--- config.mk ---
export PLATFORM = sky130hd
export DESIGN_NAME = bp_update_ctrl
export DESIGN_NICKNAME = d
export VERILOG_FILES = /design/src/rtl/bp_update_ctrl.sv
export SDC_FILE = /design/constraint.sdc
export NUM_CORES = 1
export LEC_CHECK = 0
export BUFFER_PORTS_ARGS = -buffer_cell sky130_fd_sc_hd__buf_2
export CORE_ASPECT_RATIO = 0.5
export CORE_UTILIZATION = 48
export CTS_CLUSTER_SIZE = 8
export DETAILED_ROUTE_END_ITERATION = 10
export GPL_TIMING_DRIVEN = 1
export PLACE_DENSITY = 0.81
export SYNTH_ARGS = -nofsm -noshare
export SYNTH_HDL_FRONTEND = slang
export SYNTH_SLANG_ARGS = --single-unit
--- constraint.sdc ---
create_clock -name clk -period 2.2 [get_ports clk]
set_input_delay 0.22 -clock clk [delete_from_list [all_inputs] [get_ports clk]]
set_output_delay 0.22 -clock clk [all_outputs]
set_load 0.02 [all_outputs]
--- src/rtl/bp_update_ctrl.sv ---
// bp_update_ctrl
// Sits between E-stage branch resolution and the local predictor's update port.
// Resolved-branch records are queued in a small FIFO and drained one per cycle
// into the BHT/PHT. A mispredict on an accepted record raises a registered
// one-cycle flush with the redirect PC. The controller then ignores wrong-path
// resolutions for SHADOW_CYCLES cycles. It also keeps saturating accuracy counters.
//
// Ports
//   clk, rst                      clock, synchronous active-high reset
//   res_valid / res_ready         resolution handshake (res_ready = FIFO not full)
//   res_bht_index, res_pht_index  predictor indices used at fetch
//   res_predicted, res_taken      predicted and actual direction
//   res_target, res_fallthru      taken target and sequential PC
//   upd_hold                      stall: do not drain this cycle
//   upd_valid, upd_*              registered one-cycle update strobe and head record
//   flush, redirect_pc            mispredict flush pulse and fetch redirect target
//   branch_cnt, mispred_cnt       accepted resolutions / mispredicts (saturating)
//   drop_cnt                      resolutions lost to a full FIFO (saturating)
module bp_update_ctrl #(
  parameter int PHT_INDEX_BITS = 7,
  parameter int BHT_INDEX_BITS = 3,
  parameter int QDEPTH         = 4,
  parameter int SHADOW_CYCLES  = 2
) (
  input  logic                      clk,
  input  logic                      rst,
  input  logic                      res_valid,
  output logic                      res_ready,
  input  logic [BHT_INDEX_BITS-1:0] res_bht_index,
  input  logic [PHT_INDEX_BITS-1:0] res_pht_index,
  input  logic                      res_predicted,
  input  logic                      res_taken,
  input  logic [31:0]               res_target,
  input  logic [31:0]               res_fallthru,
  input  logic                      upd_hold,
  output logic                      upd_valid,
  output logic [BHT_INDEX_BITS-1:0] upd_bht_index,
  output logic [PHT_INDEX_BITS-1:0] upd_pht_index,
  output logic                      upd_taken,
  output logic                      flush,
  output logic [31:0]               redirect_pc,
  output logic [31:0]               branch_cnt,
  output logic [31:0]               mispred_cnt,
  output logic [15:0]               drop_cnt
);

  localparam int AW    = $clog2(QDEPTH);
  localparam int PW    = AW + 1;
  localparam int REC_W = BHT_INDEX_BITS + PHT_INDEX_BITS + 1;
  localparam int SW    = $clog2(SHADOW_CYCLES + 1);

  localparam logic [0:0] ST_RUN    = 1'b0;
  localparam logic [0:0] ST_SHADOW = 1'b1;

  logic [REC_W-1:0] mem_q [QDEPTH];

  logic [PW-1:0]    wr_ptr_q, wr_ptr_d;
  logic [PW-1:0]    rd_ptr_q, rd_ptr_d;
  logic [0:0]       state_q, state_d;
  logic [SW-1:0]    shadow_cnt_q, shadow_cnt_d;
  logic             upd_valid_q, upd_valid_d;
  logic [REC_W-1:0] upd_rec_q, upd_rec_d;
  logic             flush_q, flush_d;
  logic [31:0]      redirect_q, redirect_d;
  logic [31:0]      branch_cnt_q, branch_cnt_d;
  logic [31:0]      mispred_cnt_q, mispred_cnt_d;
  logic [15:0]      drop_cnt_q, drop_cnt_d;

  logic full, empty, in_run, accept, drop, mispred, pop;

  // Extra pointer MSB distinguishes full from empty when the index bits match.
  assign full    = (wr_ptr_q[PW-1] != rd_ptr_q[PW-1]) && (wr_ptr_q[AW-1:0] == rd_ptr_q[AW-1:0]);
  assign empty   = (wr_ptr_q == rd_ptr_q);
  assign in_run  = (state_q == ST_RUN);
  assign accept  = res_valid && !full && in_run;
  assign drop    = res_valid && full && in_run;
  assign mispred = accept && (res_predicted != res_taken);
  // Only registered state feeds pop, so a record pushed this cycle drains no earlier than next cycle.
  assign pop     = !empty && !upd_hold;

  always_comb begin
    wr_ptr_d      = accept ? wr_ptr_q + 1'b1 : wr_ptr_q;
    rd_ptr_d      = pop ? rd_ptr_q + 1'b1 : rd_ptr_q;
    upd_valid_d   = pop;
    upd_rec_d     = pop ? mem_q[rd_ptr_q[AW-1:0]] : upd_rec_q;
    flush_d       = mispred;
    redirect_d    = mispred ? (res_taken ? res_target : res_fallthru) : 32'h0;
    branch_cnt_d  = (accept && !(&branch_cnt_q)) ? branch_cnt_q + 1'b1 : branch_cnt_q;
    mispred_cnt_d = (mispred && !(&mispred_cnt_q)) ? mispred_cnt_q + 1'b1 : mispred_cnt_q;
    drop_cnt_d    = (drop && !(&drop_cnt_q)) ? drop_cnt_q + 1'b1 : drop_cnt_q;

    state_d      = state_q;
    shadow_cnt_d = shadow_cnt_q;
    if (in_run) begin
      if (mispred) begin
        state_d      = ST_SHADOW;
        shadow_cnt_d = SW'(SHADOW_CYCLES);
      end
    end else begin
      // The flush cycle is the first shadow cycle; return to RUN once the count runs out.
      if (shadow_cnt_q <= SW'(1)) begin
        state_d      = ST_RUN;
        shadow_cnt_d = '0;
      end else begin
        shadow_cnt_d = shadow_cnt_q - 1'b1;
      end
    end
  end

  always_ff @(posedge clk) begin
    if (accept) begin
      mem_q[wr_ptr_q[AW-1:0]] <= {res_bht_index, res_pht_index, res_taken};
    end
  end

  always_ff @(posedge clk) begin
    if (rst) begin
      wr_ptr_q      <= '0;
      rd_ptr_q      <= '0;
      state_q       <= ST_RUN;
      shadow_cnt_q  <= '0;
      upd_valid_q   <= 1'b0;
      upd_rec_q     <= '0;
      flush_q       <= 1'b0;
      redirect_q    <= '0;
      branch_cnt_q  <= '0;
      mispred_cnt_q <= '0;
      drop_cnt_q    <= '0;
    end else begin
      wr_ptr_q      <= wr_ptr_d;
      rd_ptr_q      <= rd_ptr_d;
      state_q       <= state_d;
      shadow_cnt_q  <= shadow_cnt_d;
      upd_valid_q   <= upd_valid_d;
      upd_rec_q     <= upd_rec_d;
      flush_q       <= flush_d;
      redirect_q    <= redirect_d;
      branch_cnt_q  <= branch_cnt_d;
      mispred_cnt_q <= mispred_cnt_d;
      drop_cnt_q    <= drop_cnt_d;
    end
  end

  assign res_ready     = !full;
  assign upd_valid     = upd_valid_q;
  assign upd_bht_index = upd_rec_q[REC_W-1 -: BHT_INDEX_BITS];
  assign upd_pht_index = upd_rec_q[PHT_INDEX_BITS:1];
  assign upd_taken     = upd_rec_q[0];
  assign flush         = flush_q;
  assign redirect_pc   = redirect_q;
  assign branch_cnt    = branch_cnt_q;
  assign mispred_cnt   = mispred_cnt_q;
  assign drop_cnt      = drop_cnt_q;

endmodule
==> metrics.md, run 1 <==
| Metric | Value |
|---|---|
| Status | completed |
| Switching Fraction | approximately 27% |
| Yosys top cell area share | around 35% |
| Async set-reset flop share out of synthesis | 0% |
| CP max FO | 5 |
| Combinational power share | between 10% and 20% |
| Flop pwr share | between 40% and 50% |
| Die W | 182 um |
| Worst path cell trace | nand4_4, or4_4, buf_4, or4_4, or3_1, a21oi_2 |
| Worst path max stage delay | roughly 0.55 ns |
| Largest net degree at the start of global routing | just under 50 |
| Cell with the most instances after synthesis | dfxtp_1 |
| DR iter-0 viols | 387 |
| Core area | roughly 0.016 mm^2 |
| Filler cell count | around 1200 |
| Antenna-violating nets left | 0 |
| Pre-CTS WS | approximately 0.0064 ns |
| Routability cong. | approximately 0.82 |
| Crit path max-delay family | simple AND/OR/NAND/NOR gates |
| Critical path endpoint category | flip-flop |
| Adder-cell share of the synthesized area | under 10% |
| Seq cells post-synth | between 150 and 200 |
| Leak | between 4 and 5 nW |
| Largest cells by area after synthesis | dfxtp_1 (35%), edfxtp_1 (17%), mux2i_1 (4.7%) |
| Dpl cell area | 0.00930 mm^2 |
| Total net switching power | 0.00199 W |
| Wirelength, routed | 18700 um |
| Synth Area in Simple Gates | between 10% and 20% |
| Starting Density | between 40% and 50% |
| Syn-to-layout area delta | 29.7% |
| Final slew viol count | 0 |
| Clk sink count | 178 |
| Gr ovfl total | 0 |
| Compound-cell area share of the yosys netlist | between 10 and 15% |
| Clock slew at reported path FFs | about 0.070 ns |
| Crit path kind | reg2reg |
| Area leader, netlist | dfxtp_1 |
| Via-to-Cell Ratio | ~5.5 |
| Post-DP HPWL | ~13000 um |
| WP data arrival | between 2 and 3 ns |
| Mapped cell area | around 0.0077 mm^2 |
| Yosys warning total | 0 |
| Buf/Inv on CP | 1 |
| Post-synth EDFFs | 44 |
| Leading register cell type out of synthesis | dfxtp_1 |
| Mux contribution to synthesized area | slightly below 9% |
| Total power | 0.00735 W |
| RSZ-0062 raised after global routing | yes |
| Worst relative slew slack | between 60 and 70% |
| CP Launch Type | flip-flop |
| Vias | 6640 |
| Synth Net Count | between 800 and 900 |
| Tightest Hold Check Type | in2reg |
| Average wire per standard cell | roughly 15 um |
| Sequential share of the synthesized area | approximately half |
| Max clock buf depth | 2 |
| Clock share of power | 39.7% |
| Share of cells above drive strength 1 | between 30% and 40% |
| Mapped Avg Cell Area | approximately 10 um^2 |
| Power Density | about 730 mW/mm^2 |
| Pint | about 0.0054 W |
| Max Cap Viol | 0 |
| Pre-antenna DRT Iters | 6 |
| VDD IR-drop max | 0.000540 V |
| CTS H-tree lvls | 4 |
| Nets@finish | ~1100 |
| Clock skew | 0.0122 ns |
| TritonCTS buffer count | 17 |
| Total GRT Usage | a little under a quarter |
| Vias in the first global route | roughly 6400 |
| Req. time, crit path | ~2.6 ns |
| Port buffer count | slightly above 200 |
| Synth Instances | 750 |
| Most instantiated cells after synthesis | dfxtp_1 (134), nor2_1 (81), a21oi_1 (58) |
| Xor/xnor cell area share of the yosys netlist | between 3 and 4% |
| DRC Markers | 0 |
| Synth cell types | 58 |
| Initial antenna violation count | 2 |
| Crit path top cell by count | or4_4 |
| Worst hold slack | roughly 0.015 ns |
| Worst setup margin | between 0.01 and 0.015 ns |
| Fin area | 0.0100 mm^2 |
| Final worst path period need | approximately 2.2 ns |
| DIE AREA | roughly 0.017 mm^2 |
| Skew-Pair Late Insertion Delay | around 0.43 ns |
| Hold Vio Cnt, Final | 0 |
| Die H | a little over 90 um |
| Root Driver | clkbuf_16 |
| # placed instances | roughly 1200 |
| Endpoints failing setup | 0 |
| Worst Max-Slew Pin Slew | just under 0.6 ns |
| CTS tree | built |
| Non-Filler Instances | ~1200 |
| I/O Pins | 206 |
| CP max-delay cell | or4_4 |
| Maximum operating frequency | 0.457 GHz |
| First-pass GRT wire length | 30500 um |
| Final period utilization | between 90 and 100% |
| Site Rows | 32 |
| Largest family of logic cells by synthesized area | simple AND/OR/NAND/NOR gates |
worst register-to-register path: stages, from the launching register on:
cell and delay [ns]:
dfxtp_4 0.38, nand4_4 0.10, or4_4 0.55, buf_4 0.16, or4_4 0.44, or3_1 0.34, a21oi_2 0.15
cells by family (layout without fill, tap and decap cells):
logic type | Yosys count | in the layout
fa+ha+maj | 8 | 8
compound gates | 131 | 131
xor+xnor | 33 | 33
simple gates | 282 | 282
mux | 53 | 53
flops | 178 | 178
other cells | 0 | 3
buf+inv | 65 | 319
per-stage QoR:
step / utilization [%] / setup TNS (ns)
floorplan: - / -0.0398
global route: 64.4 / -0.217
CTS: 63.7 / 0
detailed placement: 59.7 / 0
finish: 64.4 / 0
global placement: 59.7 / 0
layout by cell type, fill, tap and decap left out, types with 23 or more instances in the layout:
cell	synthesis	final
xnor2_1	23	23
or4_1	26	25
buf_2	5	204
mux2i_1	36	36
a21oi_1	58	56
o31ai_1	26	26
nand2_1	49	49
buf_4	5	58
nand3_1	27	26
nor2_1	81	81
edfxtp_1	44	44
dfxtp_1	134	120
metal layers:
layer	global-route usage, %	part of all wire [%]	vias up
met1	28.5	44	3216
li1	-	-	3257
met4	8.83	1.3	0
met5	0	0	-
met2	38.6	50	147
met3	4.49	3.7	20
cell type report:
cell class                      count  area (um^2)  share of cell area, %
Sequential cell                   178         4030                   40.2
Multi-Input combinational cell    507         3560                   35.5
Timing Repair Buffer              267         1530                   15.2
Clock buffer                       17          425                   4.24
Tap cell                          204          255                   2.54
Clock inverter                     15          153                   1.52
Inverter                           20         75.1                  0.748
Antenna cell                        3         7.51                 0.0748
sequential cells by signal, indices dropped and copies added, names as in the netlist:
register and cells:
upd_rec_q 11, mispred_cnt 32, redirect_pc 32, mem_q 44
flush 1, drop_cnt 16, upd_valid 1, rd_ptr_q 3
shadow_cnt_q 2, state_q 1, wr_ptr_q 3, branch_cnt 32
timing repair:
item / in CTS / in global routing
hold buffers: 3 / 0
endpoints found under the setup margin: 1 / 59
gates resized for setup: 3 / 18
setup buffers: 0 / 2
endpoints found under the hold margin: 12 / 0
pin swaps: 1 / 2
final timing paths:
kind	endpoint	slack [ns]	cells after the start	startpoint
max	mispred_cnt[30]	0.01	6	mispred_cnt[11]
min	mem_q[2][6]	0.02	1	res_pht_index[5]
max reg2reg	mispred_cnt[30]	0.01	6	mispred_cnt[11]
min reg2reg	upd_rec_q[6]	0.46	2	upd_rec_q[6]
power by group through the flow:
stage          clock network (W)  logic, W  registers [W]
6_report                 0.00292  0.000902        0.00353
5_1_grt                  0.00311  0.000988        0.00354
2_1_floorplan                  0  0.000497        0.00369
3_3_place_gp                   0  0.000862        0.00360
4_1_cts                  0.00298  0.000897        0.00353
3_5_place_dp                   0  0.000887        0.00360
Power figures use the tool's default switching activity.
==> run 2: changes to the inputs <==
- PLACE_DENSITY: 0.81 -> 0.86
- SKIP_CTS_REPAIR_TIMING: default -> 1
==> run 2 against run 1 <==
Worst setup slack worse by 0.0048 ns. Worst hold slack hardly changed. Clock-buffer cell count increased by 1. Sequential share of layout area down 0.18 points. Sequential power about the same. Non-clock buffer count up 5.
==> metrics.md, run 2 (synthesis results as in run 1) <==
| Metric | Value |
|---|---|
| Share of cells above drive strength 1 | 36.7% (+0.71 points) |
| Switching Fraction | 27.5% (+0.45 points) |
| Nets@finish | 1084 (+0.46%) |
| Worst Max-Slew Pin Slew | 0.578 ns (-0.00782 ns) |
| Final worst path period need | 2.19 ns (+0.00476 ns) |
| Worst setup startpoint | mispred_cnt[12] |
| Total net switching power | 0.00205 W (+3.1%) |
| CP max FO | 5 (unchanged) |
| I/O Pins | 206 (unchanged) |
| Skew-Pair Late Insertion Delay | 0.43 ns (about the same) |
| CTS tree | built |
| Power Density | 739 mW/mm^2 (+0.93%) |
| Root Driver | clkbuf_16 |
| VDD IR-drop max | 0.000559 V (+3.5%) |
| DR iter-0 viols | 462 (+19%) |
| Flop pwr share | 47.4% (-0.6 points) |
| Combinational power share | 12.4% (about the same) |
| Die H | 91.8 um (unchanged) |
| Port buffer count | 205 (unchanged) |
| Site Rows | 32 (unchanged) |
| Worst relative slew slack | 61.4% (+0.52 points) |
| Clock skew | 0.0130 ns (+0.000765 ns) |
| Pint | 0.00541 W (+0.84%) |
| Final period utilization | 99.7% (+0.22 points) |
| First-pass GRT wire length | 29800 um (-2.0%) |
| Crit path top cell by count | or4_4 |
| Antenna-violating nets left | 0 (unchanged) |
| Leak | 4.12 nW (+0.99%) |
| Core area | 0.0156 mm^2 (unchanged) |
| Clock share of power | 40.2% (+0.5 points) |
| Max clock buf depth | 2 (unchanged) |
| Total GRT Usage | 22.2% (-0.42 points) |
| Pre-antenna DRT Iters | 7 (+1) |
| Buf/Inv on CP | 1 (unchanged) |
| Worst path max stage delay | 0.58 ns (+0.03 ns) |
| Post-DP HPWL | 13300 um (+1.3%) |
| Req. time, crit path | 2.55 ns (about the same) |
| Gr ovfl total | 0 (unchanged) |
| Status | completed |
| Initial antenna violation count | 0 (-2) |
| Wirelength, routed | 19100 um (+1.8%) |
| Crit path max-delay family | simple AND/OR/NAND/NOR gates |
| Worst path cell trace | nand4_4, or4_4, buf_6, or4_4, or3_4, a21oi_2 |
| Vias in the first global route | 6369 (+0.063%) |
| Starting Density | 49.7% (unchanged) |
| Largest net degree at the start of global routing | 77 (+57%) |
| Most common cell after layout, fill and taps aside | buf_2 |
| Die W | 182 um (unchanged) |
| Critical path endpoint category | flip-flop |
| Routability cong. | 0.840 (+2.2%) |
| Hold Vio Cnt, Final | 0 (unchanged) |
| Final slew viol count | 0 (unchanged) |
| Max Cap Viol | 0 (unchanged) |
| Crit path kind | reg2reg |
| Most frequent cells in the layout | buf_2 (205), dfxtp_1 (116), nor2_1 (81) |
| Reg2reg start | mispred_cnt[12] |
| Dpl cell area | 0.00932 mm^2 (+0.22%) |
| Maximum operating frequency | 0.456 GHz (-0.22%) |
| TritonCTS buffer count | 17 (unchanged) |
| CP max-delay cell | or4_4 |
| CTS H-tree lvls | 4 (unchanged) |
| Slack of the worst reg-to-reg path | 0.008 ns (about the same) |
| Vias | 6750 (+1.7%) |
| Endpoints failing setup | 0 (unchanged) |
| Clock slew at reported path FFs | 0.08 ns (about the same) |
| Average wire per standard cell | 15.7 um (+1.7%) |
| WP data arrival | 2.55 ns (about the same) |
| DRC Markers | 0 (unchanged) |
| CP Launch Type | flip-flop |
| HP Start | res_pht_index[3] |
| Syn-to-layout area delta | 30.4% |
| Fin area | 0.0101 mm^2 (+0.52%) |
| Clk sink count | 178 (unchanged) |
| Core Util, Final | 64.8% (+0.34 points) |
| Via-to-Cell Ratio | 5.56 (+1.5%) |
| ANT cells | 0 (-3) |
| RSZ-0062 raised after global routing | yes |
| Tightest Hold Check Type | in2reg |
| DIE AREA | 0.0167 mm^2 (unchanged) |
| Max FFs per register | 44 (unchanged) |
| Worst hold slack | 0.0148 ns (-0.000211 ns) |
-- run 2: power by group through the flow --
stage               combinational, W  sequential, W  clock (W)
finish                      0.000925        0.00353    0.00300
global placement            0.000860        0.00359          0
floorplan                   0.000497        0.00369          0
CTS                         0.000893        0.00353    0.00304
global route                 0.00100        0.00355    0.00317
detailed placement          0.000889        0.00360          0
-- run 2: per-stage QoR --
stage / cells / power [W] / setup WS, ns / TNS, ns
finish: 1213 / 0.00745 / 0.00756 / 0
global route: 1213 / 0.00772 / -0.0875 / -0.609
CTS: 1206 / 0.00746 / -0.0248 / -0.0541
detailed placement: 1174 / 0.00449 / -0.0221 / -0.0401
global placement: 1174 / 0.00445 / 0.0653 / 0
floorplan: 750 / 0.00418 / -0.0398 / -0.0398
-- run 2: routing by layer --
layer,vias up,global-route usage [%],wire length (um)
met2,182,38.5,9760
met4,0,7.84,331
met3,31,5.20,767
met1,3282,27.2,8220
li1,3255,-,-
met5,-,0,0
-- run 2: layout make-up --
type                    instances  area [um^2]
fillers                      1200         5490
flip-flops and latches        178         4030
multi-input cells             507         3570
repair buffers                272         1570
clock buffers                  18          429
well taps                     204          255
clock inverters                14          158
inverters                      20         75.1
-- run 2: final timing paths --
check,endpoint,cells after the start
worst max-delay path,mispred_cnt[30],6
worst min-delay path,mem_q[1][4],1
worst max register to register,mispred_cnt[30],6
worst min register to register,upd_rec_q[6],2
-- run 2: worst reg2reg max path: stages, from the launching register on --
cell and delay, ns:
dfxtp_4 0.38, nand4_4 0.10, or4_4 0.58, buf_6 0.14, or4_4 0.45, or3_4 0.35
a21oi_2 0.13
